**src/rtl/key_event_scheduler.sv**
```systemverilog
// key_event_scheduler: multi-channel key press detector with per-channel lockout,
// single-bit pending queue per request slot and a round-robin valid/ready event port.
// Optional release events are enabled by defining KEY_EVENT_RELEASE_EN; the default
// build reports presses only and ties oEvent_release to 0.
module key_event_scheduler #(
   parameter int unsigned N_CH       = 4,
   parameter int unsigned ID_W       = 2,
   parameter logic [15:0] LOCKOUT    = 16'd50000,
   parameter logic [7:0]  GAP_CYCLES = 8'd4
) (
   input  logic            iCLK,
   input  logic            iRST_n,
   input  logic [N_CH-1:0] iTrigger_in,
   input  logic            iEvent_ready,
   output logic            oEvent_valid,
   output logic [ID_W-1:0] oEvent_id,
   output logic            oEvent_release,
   output logic [N_CH-1:0] oPending,
   output logic            oBusy,
   output logic            oDrop_pulse
);

`ifdef KEY_EVENT_RELEASE_EN
   // Two request slots per channel: even slot = press, odd slot = release.
   localparam int unsigned SPC = 2;
`else
   localparam int unsigned SPC = 1;
`endif
   localparam int unsigned NS = N_CH * SPC;
   localparam int unsigned SW = (NS > 1) ? $clog2(NS) : 1;

   typedef enum logic [1:0] {StIdle, StOffer, StGap} state_e;

   logic [N_CH-1:0] r_older;
   logic [N_CH-1:0] r_newer;
   logic [15:0]     r_lock [NS];
   logic [NS-1:0]   r_pend;
   logic [SW-1:0]   r_ptr;
   logic [SW-1:0]   r_slot;
   logic [7:0]      r_gap;
   state_e          r_state;
   logic            r_valid;
   logic [ID_W-1:0] r_id;
`ifdef KEY_EVENT_RELEASE_EN
   logic            r_rel;
`endif

   logic [NS-1:0]   w_edge;
   logic [NS-1:0]   w_acc;
   logic [NS-1:0]   w_clr;
   logic            w_hs;
   logic            w_found;
   logic [SW-1:0]   w_sel;
   logic [ID_W-1:0] w_sel_id;
   logic            w_sel_rel;
   logic [SW-1:0]   w_ptr_next;

   // Two-stage delay line per channel; reset to idle-high so no edge appears after reset.
   always_ff @(posedge iCLK or negedge iRST_n) begin
      if (!iRST_n) begin
         r_older <= '1;
         r_newer <= '1;
      end else begin
         r_newer <= iTrigger_in;
         r_older <= r_newer;
      end
   end

   // Edge flags mapped onto request slots.
   always_comb begin
      w_edge = '0;
      for (int unsigned c = 0; c < N_CH; c++) begin
`ifdef KEY_EVENT_RELEASE_EN
         w_edge[2*c]   = r_older[c] & ~r_newer[c];
         w_edge[2*c+1] = ~r_older[c] & r_newer[c];
`else
         w_edge[c]     = r_older[c] & ~r_newer[c];
`endif
      end
   end

   assign w_hs = (r_state == StOffer) && iEvent_ready;

   // Handshake clears exactly the slot being offered.
   always_comb begin
      w_clr = '0;
      if (w_hs) w_clr[r_slot] = 1'b1;
   end

   // Accept when lockout expired and the slot is free (or being freed this cycle).
   always_comb begin
      w_acc = '0;
      for (int unsigned s = 0; s < NS; s++) begin
         w_acc[s] = w_edge[s] && (r_lock[s] == 16'd0) && (!r_pend[s] || w_clr[s]);
      end
   end

   assign oDrop_pulse = |(w_edge & ~w_acc);

   // Lockout counters: load on accept, otherwise count down to zero.
   always_ff @(posedge iCLK or negedge iRST_n) begin
      if (!iRST_n) begin
         for (int unsigned s = 0; s < NS; s++) r_lock[s] <= 16'd0;
      end else begin
         for (int unsigned s = 0; s < NS; s++) begin
            if (w_acc[s]) begin
               r_lock[s] <= LOCKOUT;
            end else if (r_lock[s] != 16'd0) begin
               r_lock[s] <= r_lock[s] - 16'd1;
            end
         end
      end
   end

   // Pending bits; a set in the same cycle as a clear wins.
   always_ff @(posedge iCLK or negedge iRST_n) begin
      if (!iRST_n) begin
         r_pend <= '0;
      end else begin
         r_pend <= (r_pend & ~w_clr) | w_acc;
      end
   end

   // Round-robin pick: first pending slot at or above the pointer, wrapping.
   always_comb begin
      int unsigned idx;
      w_found = 1'b0;
      w_sel   = '0;
      idx     = 0;
      for (int unsigned i = 0; i < NS; i++) begin
         idx = 32'(r_ptr) + i;
         if (idx >= NS) idx = idx - NS;
         if (!w_found && r_pend[idx]) begin
            w_found = 1'b1;
            w_sel   = SW'(idx);
         end
      end
   end

`ifdef KEY_EVENT_RELEASE_EN
   assign w_sel_id  = ID_W'(w_sel >> 1);
   assign w_sel_rel = w_sel[0];
`else
   assign w_sel_id  = ID_W'(w_sel);
   assign w_sel_rel = 1'b0;
`endif

   assign w_ptr_next = (r_slot == SW'(NS - 1)) ? '0 : r_slot + 1'b1;

   // Handoff FSM with registered valid/id outputs.
   always_ff @(posedge iCLK or negedge iRST_n) begin
      if (!iRST_n) begin
         r_state <= StIdle;
         r_valid <= 1'b0;
         r_id    <= '0;
         r_slot  <= '0;
         r_ptr   <= '0;
         r_gap   <= 8'd0;
`ifdef KEY_EVENT_RELEASE_EN
         r_rel   <= 1'b0;
`endif
      end else begin
         case (r_state)
            StIdle: begin
               if (w_found) begin
                  r_slot  <= w_sel;
                  r_id    <= w_sel_id;
                  r_valid <= 1'b1;
`ifdef KEY_EVENT_RELEASE_EN
                  r_rel   <= w_sel_rel;
`endif
                  r_state <= StOffer;
               end
            end
            StOffer: begin
               if (iEvent_ready) begin
                  r_valid <= 1'b0;
                  r_ptr   <= w_ptr_next;
                  r_gap   <= GAP_CYCLES;
                  r_state <= StGap;
               end
            end
            StGap: begin
               if (r_gap <= 8'd1) begin
                  r_gap   <= 8'd0;
                  r_state <= StIdle;
               end else begin
                  r_gap <= r_gap - 8'd1;
               end
            end
            default: r_state <= StIdle;
         endcase
      end
   end

   // Per-channel pending view (press or release).
   always_comb begin
      oPending = '0;
      for (int unsigned c = 0; c < N_CH; c++) begin
`ifdef KEY_EVENT_RELEASE_EN
         oPending[c] = r_pend[2*c] | r_pend[2*c+1];
`else
         oPending[c] = r_pend[c];
`endif
      end
   end

   assign oEvent_valid = r_valid;
   assign oEvent_id    = r_id;
   assign oBusy        = (r_state != StIdle);
`ifdef KEY_EVENT_RELEASE_EN
   assign oEvent_release = r_rel;
`else
   assign oEvent_release = 1'b0;
`endif

endmodule

```
**config.mk**
```make
export PLATFORM = sky130hd
export DESIGN_NAME = key_event_scheduler
export DESIGN_NICKNAME = d
export VERILOG_FILES = /design/src/rtl/key_event_scheduler.sv
export SDC_FILE = /design/constraint.sdc
export NUM_CORES = 1
export LEC_CHECK = 0
export ABC_AREA = 1
export BUFFER_PORTS_ARGS = -buffer_cell sky130_fd_sc_hd__buf_2
export CAP_MARGIN = 25
export CORE_MARGIN = 1
export CORE_UTILIZATION = 30
export CTS_CLUSTER_SIZE = 20
export DETAILED_ROUTE_END_ITERATION = 12
export SLEW_MARGIN = 20
export SYNTH_ARGS = -nofsm -noshare
export SYNTH_HDL_FRONTEND = slang
export SYNTH_SLANG_ARGS = --single-unit
export TNS_END_PERCENT = 1
```
**constraint.sdc**
```tcl
create_clock -name iCLK -period 1.4 [get_ports iCLK]
set_input_delay 0.21 -clock iCLK [delete_from_list [all_inputs] [get_ports iCLK]]
set_output_delay 0.21 -clock iCLK [all_outputs]
set_load 0.02 [all_outputs]
```
* After elaboration in Yosys (flattened, before gate mapping)
Cells that the tools add are included.
** Storage, ports and cells
- Input port bits :: 7
- Register bits :: 91
** Operators by class
- Equality and inequality tests :: 6
- Add/sub/neg operators :: 13
- Reductions and logical operators :: 46
- Bitwise logic cells :: 13
- Order comparisons :: 11
- Muxes and demuxes :: 42
** Operators by type and width (number)
- $lt 32x3->1 const B :: 4
- $mux 16 :: 8
- $mux 32 :: 4
- $logic_not 16->1 :: 4
- $reduce_bool 16->1 :: 4
- $sub 16x1->16 const B :: 4
- $mux 2 :: 8
- $mux 8 :: 2
- $pmux 8 s2 :: 1
- $reduce_bool 2->1 :: 7
- $logic_and 1x1->1 :: 13
- $sub 3x3->4 const B :: 3
- $mux 1 :: 11
- $ge 3x3->1 const B :: 3
- $and 4x4->4 :: 2
- $bmux 1 s2 :: 4
- $le 8x1->1 const B :: 1
- $not 4->4 :: 2
- $sub 8x1->8 const B :: 1
- $logic_not 1->1 :: 7
- $add 2x2->3 const B :: 2
- $ne 2x2->1 const B :: 3
- $pmux 2 s3 :: 1
- $reduce_and 2->1 :: 3
- other kinds (18) :: 29

* Longest topological paths before layout
Gate-level depths: netlist of the first run.
- Depth in word-level cells :: 16
- Mapped depth :: 11
- Mapped depth without buffers :: 11

* Worst setup path after synthesis of the first run
Ideal clock, no wire load.
- Kind :: register to output
- Start :: reg, netlist name oEvent_id[1]
- End :: out oDrop_pulse
- Stages on the path, launching flop included :: 8
- Data required time :: 1.190 ns
- Arrival time :: 1.428 ns
- Path slack :: -0.238 ns
- Cells stage by stage :: dfrtp_1 inv_1 ha_1 inv_1 o21ai_2 inv_1 o21ai_0 nand4_1
** RTL lines
- to (decl) :: RTL line 20 : output logic oDrop_pulse

==> results.cfg, run 1 <==
[worst_setup_path]
worstPathArrival_ns = 1.70
cp_slowest_cell = dfrtp_2
crit_required_ns = 1.19
endpoint_kind = output port
crit_path_max_fanout = 4
r2r-end = r_lock[17]$_DFFE_PN0P_
cp_num_buf_inv = 3
critPathMaxStageDelay_ns = 0.44
cp_top_family = flip-flops
start_kind = flop
r2r_slack_ns = -0.44
cpMostUsedCell = nand4_1
crit-reg2reg-launch = oEvent_id[0]$_DFFE_PN0P_
reg2regPathDepth = 13
critical_path_class = reg -> out
crit_chain = inv_2 > ha_1 > inv_1 > o21ai_2 > nand4_1 > nand2_1 > nand4_1 > buf_4

[timing]
period_share_pct = 136.4
hold_violations = 0
drv_slew = 0
rsz0062_at_grt = true
fin_crit_ns = 1.910
fin_ws_ns = -0.5097
fmax_mhz = 523.6
holdWs_ns = 0.1040
worst_clock_skew_ns = 0.009343
setup-violations-final = 57

[pwr]
power-per-cell-area_nw_per_um2 = 1114
ir_drop_mv = 0.7037
p_leak_nw = 3.722

[finish]
drive_gt1_share_pct = 42.33
postLayoutCellArea_um2 = 7651
fin_cells = 1094
post-route-util_pct = 45.97
diodes = 0
nets = 890
syn_to_final_growth_pct = 48.86
multi_input_area_um2 = 2753
nFillCells = 1576
seq_area_um2 = 2290

[clock_network]
cts_root_buf = clkbuf_16
cts.clk_slew.worst_paths_ns = 0.07
cts_tree = yes
htree_levels = 3
cts_made_buffers = 9
cts_buffer_depth = 2
clock_latency_ns = 0.36
clock_sinks = 91

[detailed_routing]
routed-via-count = 4748
vias_per_cell = 4.340
ant_nets = 0
drt_iter0_drc = 158
drc = 0
wl_um = 12320
wire_per_inst_um = 11.26
firstDrtPassIters = 4

[min_path]
min_from = iEvent_ready
whs_endpoint = r_state[0]$_DFFE_PN0P_
worstHoldPathCells = 2
hold_class = in -> reg

[logic_synthesis]
synth_fa_ha_area_share_pct = 3.408
syn_avg_cell_area_um2 = 7.969
synth_edf_count = 0
syn-num-nets = 666
synth_top_area_share_pct = 40.41
synth-simple-area-share_pct = 33.20
yosysMostFrequentCell = nand2_1
synth_compound_area_share_pct = 5.331
synthMuxAreaShare_pct = 0
synth_area_um2 = 5140
synth_cell_types = 38
synth.top_cells.by_count = nand2_1 (140), nor2_1 (99), dfrtp_1 (83)
ys.flop_type = dfrtp_1
synth_top_cell_by_area = dfrtp_1
synth-xor-area-share_pct = 6.475
async_flop_share_pct = 100.0
yosysSeqAreaShare_pct = 44.50
yosysWarnings = 0
synth_top_family_by_area = simple AND/OR/NAND/NOR gates
synthCells = 645
synth_seq_cells = 91
synth_area_leaders = dfrtp_1 (40%), nand2_1 (10%), nor2_1 (7.2%)

[global_routing]
grt_first_pass_wirelength_um = 21360
antenna_found_initial = 0
grt.overflow.total = 0
gr-usage-all-layers_pct = 15.16
grt_pass1_vias = 4755
grt_max_degree = 25

[floorplanning]
rows = 47
fp.dieH_um = 132.9
coreArea_um2 = 16640
die_area_um2 = 17660
io_pins = 17
die_w_um = 132.9
start_util_pct = 30.88

[place]
post-place-ws_ns = -0.2377
port_buffers = 15
hpwlAfterDp_um = 9341
placedCellCount = 1060
placed_cell_area_um2 = 6930
gp_congestion = 0.8824

[status]
violations = negative setup slack
outcome = finished, violations left

[run]
cap_viol_max_count = 0
sequential cells by signal, indices dropped and copies added, names as in the netlist:
register and cells:
r_state 2, r_lock 64, oPending 4, r_older 4
r_ptr 2, r_gap 8, r_newer 4, oEvent_id 2
oEvent_valid 1
where the power goes:
group	internal (mW)	total (mW)	switching [mW]
Sequential	2.86	3.10	0.234
Clock	1.30	2.40	1.09
Combinational	1.40	3.03	1.63
final cells by class:
type	instances	share of cell area, %
Sequential cell	91	29.93
Clock buffer	11	3.303
Multi-Input combinational cell	461	35.98
Tap cell	220	3.598
Timing Repair Buffer	216	22.13
Clock inverter	5	0.4906
Inverter	90	4.579
cell families after synthesis:
family,count (synthesis)
AOI/OAI and AO/OA,47
xor gates and xnor gates,38
adders and majority gates,14
buffers and inverters,93
DFF,91
other,1
and+or+nand+nor,361
metal layers:
metal  GRT usage [%]  routed length (um)  vias up
met5               0                   0        -
met4           5.747                 217        0
met3           3.295                 303       17
met2           25.31                5955       52
met1           19.08                5839     2176
li1                -                   -     2503
layout by cell type (no fill, tap or decap), drive strengths merged, types with 14 or more instances in the layout:
cell type / count
nor3: 15
nand2: 142
nor2: 121
nand3: 60
inv: 88
dfrtp: 83
buf: 211
ha: 14
xor2: 26
nand4: 16
o21ai: 28
through the flow:
step	power (mW)	setup TNS [ns]
final	8.524	-7.281
after floorplan	4.594	-1.150
after CTS	8.400	-7.825
after global placement	5.846	-6.045
after global routing	9.090	-14.99
after detailed placement	5.883	-7.599
timing repair:
action                                 CTS  global route
gates resized for setup                 58            45
endpoints found under the hold margin   23             0
hold buffers                             5             0
pin swaps                               19            12
setup endpoints to repair               72            81
setup buffers                           12             1
worst max path at each step:
stage,start,to,slack [ns],cells after the start
floorplan,r_lock[48]$_DFFE_PN0P_,oDrop_pulse,-0.20,7
global placement,oEvent_id[0]$_DFFE_PN0P_,oDrop_pulse,-0.21,8
CTS,r_lock[49]$_DFFE_PN0P_,oDrop_pulse,-0.53,8
finish,oEvent_id[0]$_DFFE_PN0P_,oDrop_pulse,-0.51,8
detailed placement,oEvent_id[1]$_DFFE_PN0P_,oDrop_pulse,-0.24,8
global route,r_lock[49]$_DFFE_PN0P_,oDrop_pulse,-0.65,8
(Power assumes the default switching activity.)
==> run 2: changes to the inputs <==
--- a/config.mk
+++ b/config.mk
@@ -12,6 +12,7 @@
 export CORE_UTILIZATION = 30
 export CTS_CLUSTER_SIZE = 20
 export DETAILED_ROUTE_END_ITERATION = 12
+export REMOVE_ABC_BUFFERS = 1
 export SLEW_MARGIN = 20
 export SYNTH_ARGS = -nofsm -noshare
 export SYNTH_HDL_FRONTEND = slang
==> results.cfg, run 2 (synthesized netlist as in run 1, its figures left out) <==
[status]
outcome = finished, violations left
violations = negative setup slack

[global_routing]
grt_max_degree = 28
antenna_found_initial = 0
grt.overflow.total = 0
grt_pass1_vias = 4661
gr-usage-all-layers_pct = 14.83
grt_first_pass_wirelength_um = 21000

[detailed_routing]
firstDrtPassIters = 6
wl_um = 12270
routed-via-count = 4711
drc = 0
wire_per_inst_um = 11.22
ant_nets = 0
vias_per_cell = 4.306
drt_iter0_drc = 204

[finish]
post-route-util_pct = 45.98
syn_to_final_growth_pct = 48.88
largest_reg_flops = 64
largestRegisters = r_lock (64), r_gap (8)
drive_gt1_share_pct = 41.53
nets = 890
largest-register = r_lock
fin_cells = 1094
diodes = 0
mostFrequentLayoutCells = buf_4 (186), nand2_1 (123), dfrtp_1 (82)
final_common_cell = buf_4

[floorplanning]
coreArea_um2 = 16640
rows = 47
die_area_um2 = 17660
io_pins = 17
start_util_pct = 30.88
fp.dieH_um = 132.9
die_w_um = 132.9

[timing]
setup_tns_ns = -7.197
setup-violations-final = 65
fmax_mhz = 513.3
fin_crit_ns = 1.948
fin_ws_ns = -0.5482
hold_violations = 0
rsz0062_at_grt = true
drv_slew = 0
worst_clock_skew_ns = 0.01105
period_share_pct = 139.2

[pwr]
ir_drop_mv = 0.8087
fin_total_pwr_mw = 8.576
power-per-cell-area_nw_per_um2 = 1121
p_leak_nw = 3.699

[worst_setup_path]
worstPathArrival_ns = 1.74
cp_num_buf_inv = 3
critical_path_class = reg -> out
crit_required_ns = 1.19
cp_top_family = flip-flops
critPathMaxStageDelay_ns = 0.43
start_kind = flop
cp_slowest_cell = dfrtp_1
crit_chain = inv_2 > ha_1 > inv_1 > o21ai_2 > nand3_2 > nand2_2 > nand4_1 > buf_4
crit_path_max_fanout = 4
endpoint_kind = output port

[place]
port_buffers = 15
hpwlAfterDp_um = 9317
placedCellCount = 1059
gp_congestion = 0.8443

[clock_network]
clock_sinks = 91
cts_tree = yes
clock_latency_ns = 0.36
htree_levels = 3
cts.clk_slew.worst_paths_ns = 0.07
cts_buffer_depth = 2
cts_root_buf = clkbuf_16
cts_made_buffers = 9

[min_path]
hold_class = in -> reg

[run]
cap_viol_max_count = 0
[run 2: cell count changes in the layout (fill, tap and decap cells not counted), sizes merged]
cell / change
inv: +3
bufinv: +1
clkbuf: -1
clkinv: -3
[run 2: per-stage QoR]
| stage | instance area [um^2] | hold WS [ns] | setup WS [ns] |
|---|---|---|---|
| floorplan | 5120 | -0.08559 | -0.2378 |
| global placement | 6889 | 0.1778 | -0.1897 |
| detailed placement | 6889 | 0.1813 | -0.2517 |
| CTS | 7485 | 0.1004 | -0.5383 |
| global route | 7652 | 0.1213 | -0.6252 |
| finish | 7652 | 0.1033 | -0.5482 |
[run 2: final cells by class]
cell class,instances,area [um^2]
clock buffers,10,229.0
multi-input cells,461,2763
clock inverters,6,63.81
inverters,90,345.3
fillers,1621,8990
repair buffers,216,1688
well taps,220,275.3
flip-flops and latches,91,2288
[run 2: power by group]
part / switching, mW / internal (mW)
combinational: 1.61 / 1.45
clock: 1.06 / 1.38
sequential: 0.211 / 2.86
total: 2.88 / 5.69
[run 2: what timing repair did]
item                       in CTS  in global routing
hold buffers                    5                  0
pin swaps                      22                 18
buffers inserted               10                  4
setup endpoints to repair      71                 79
resized for setup              61                 46
gates cloned                    0                  0
hold endpoints to repair       28                  0
[run 2: final timing paths]
| kind | from | endpoint | slack (ns) | cells past startpoint |
|---|---|---|---|---|
| max in group asynchronous | iRST_n | r_newer[3]$_DFF_PN1_ | 0.52 | 3 |
| hold / removal | iEvent_ready | r_state[0]$_DFFE_PN0P_ | 0.10 | 2 |
| setup / recovery | oEvent_id[0]$_DFFE_PN0P_ | oDrop_pulse | -0.55 | 8 |
| min in group asynchronous | iRST_n | r_gap[5]$_DFFE_PN0P_ | 0.32 | 2 |
| setup reg to reg | oEvent_id[0]$_DFFE_PN0P_ | r_lock[22]$_DFFE_PN0P_ | -0.40 | 13 |
| hold reg to reg | r_newer[2]$_DFF_PN1_ | r_older[2]$_DFF_PN1_ | 0.37 | 0 |
[run 2: layer usage]
metal	GRT usage, %	part of all wire, %	vias up
met5	0	0	-
met3	3.448	2.4	14
met1	19.23	49	2159
met2	24.55	47	35
met4	4.215	1.3	0
li1	-	-	2503
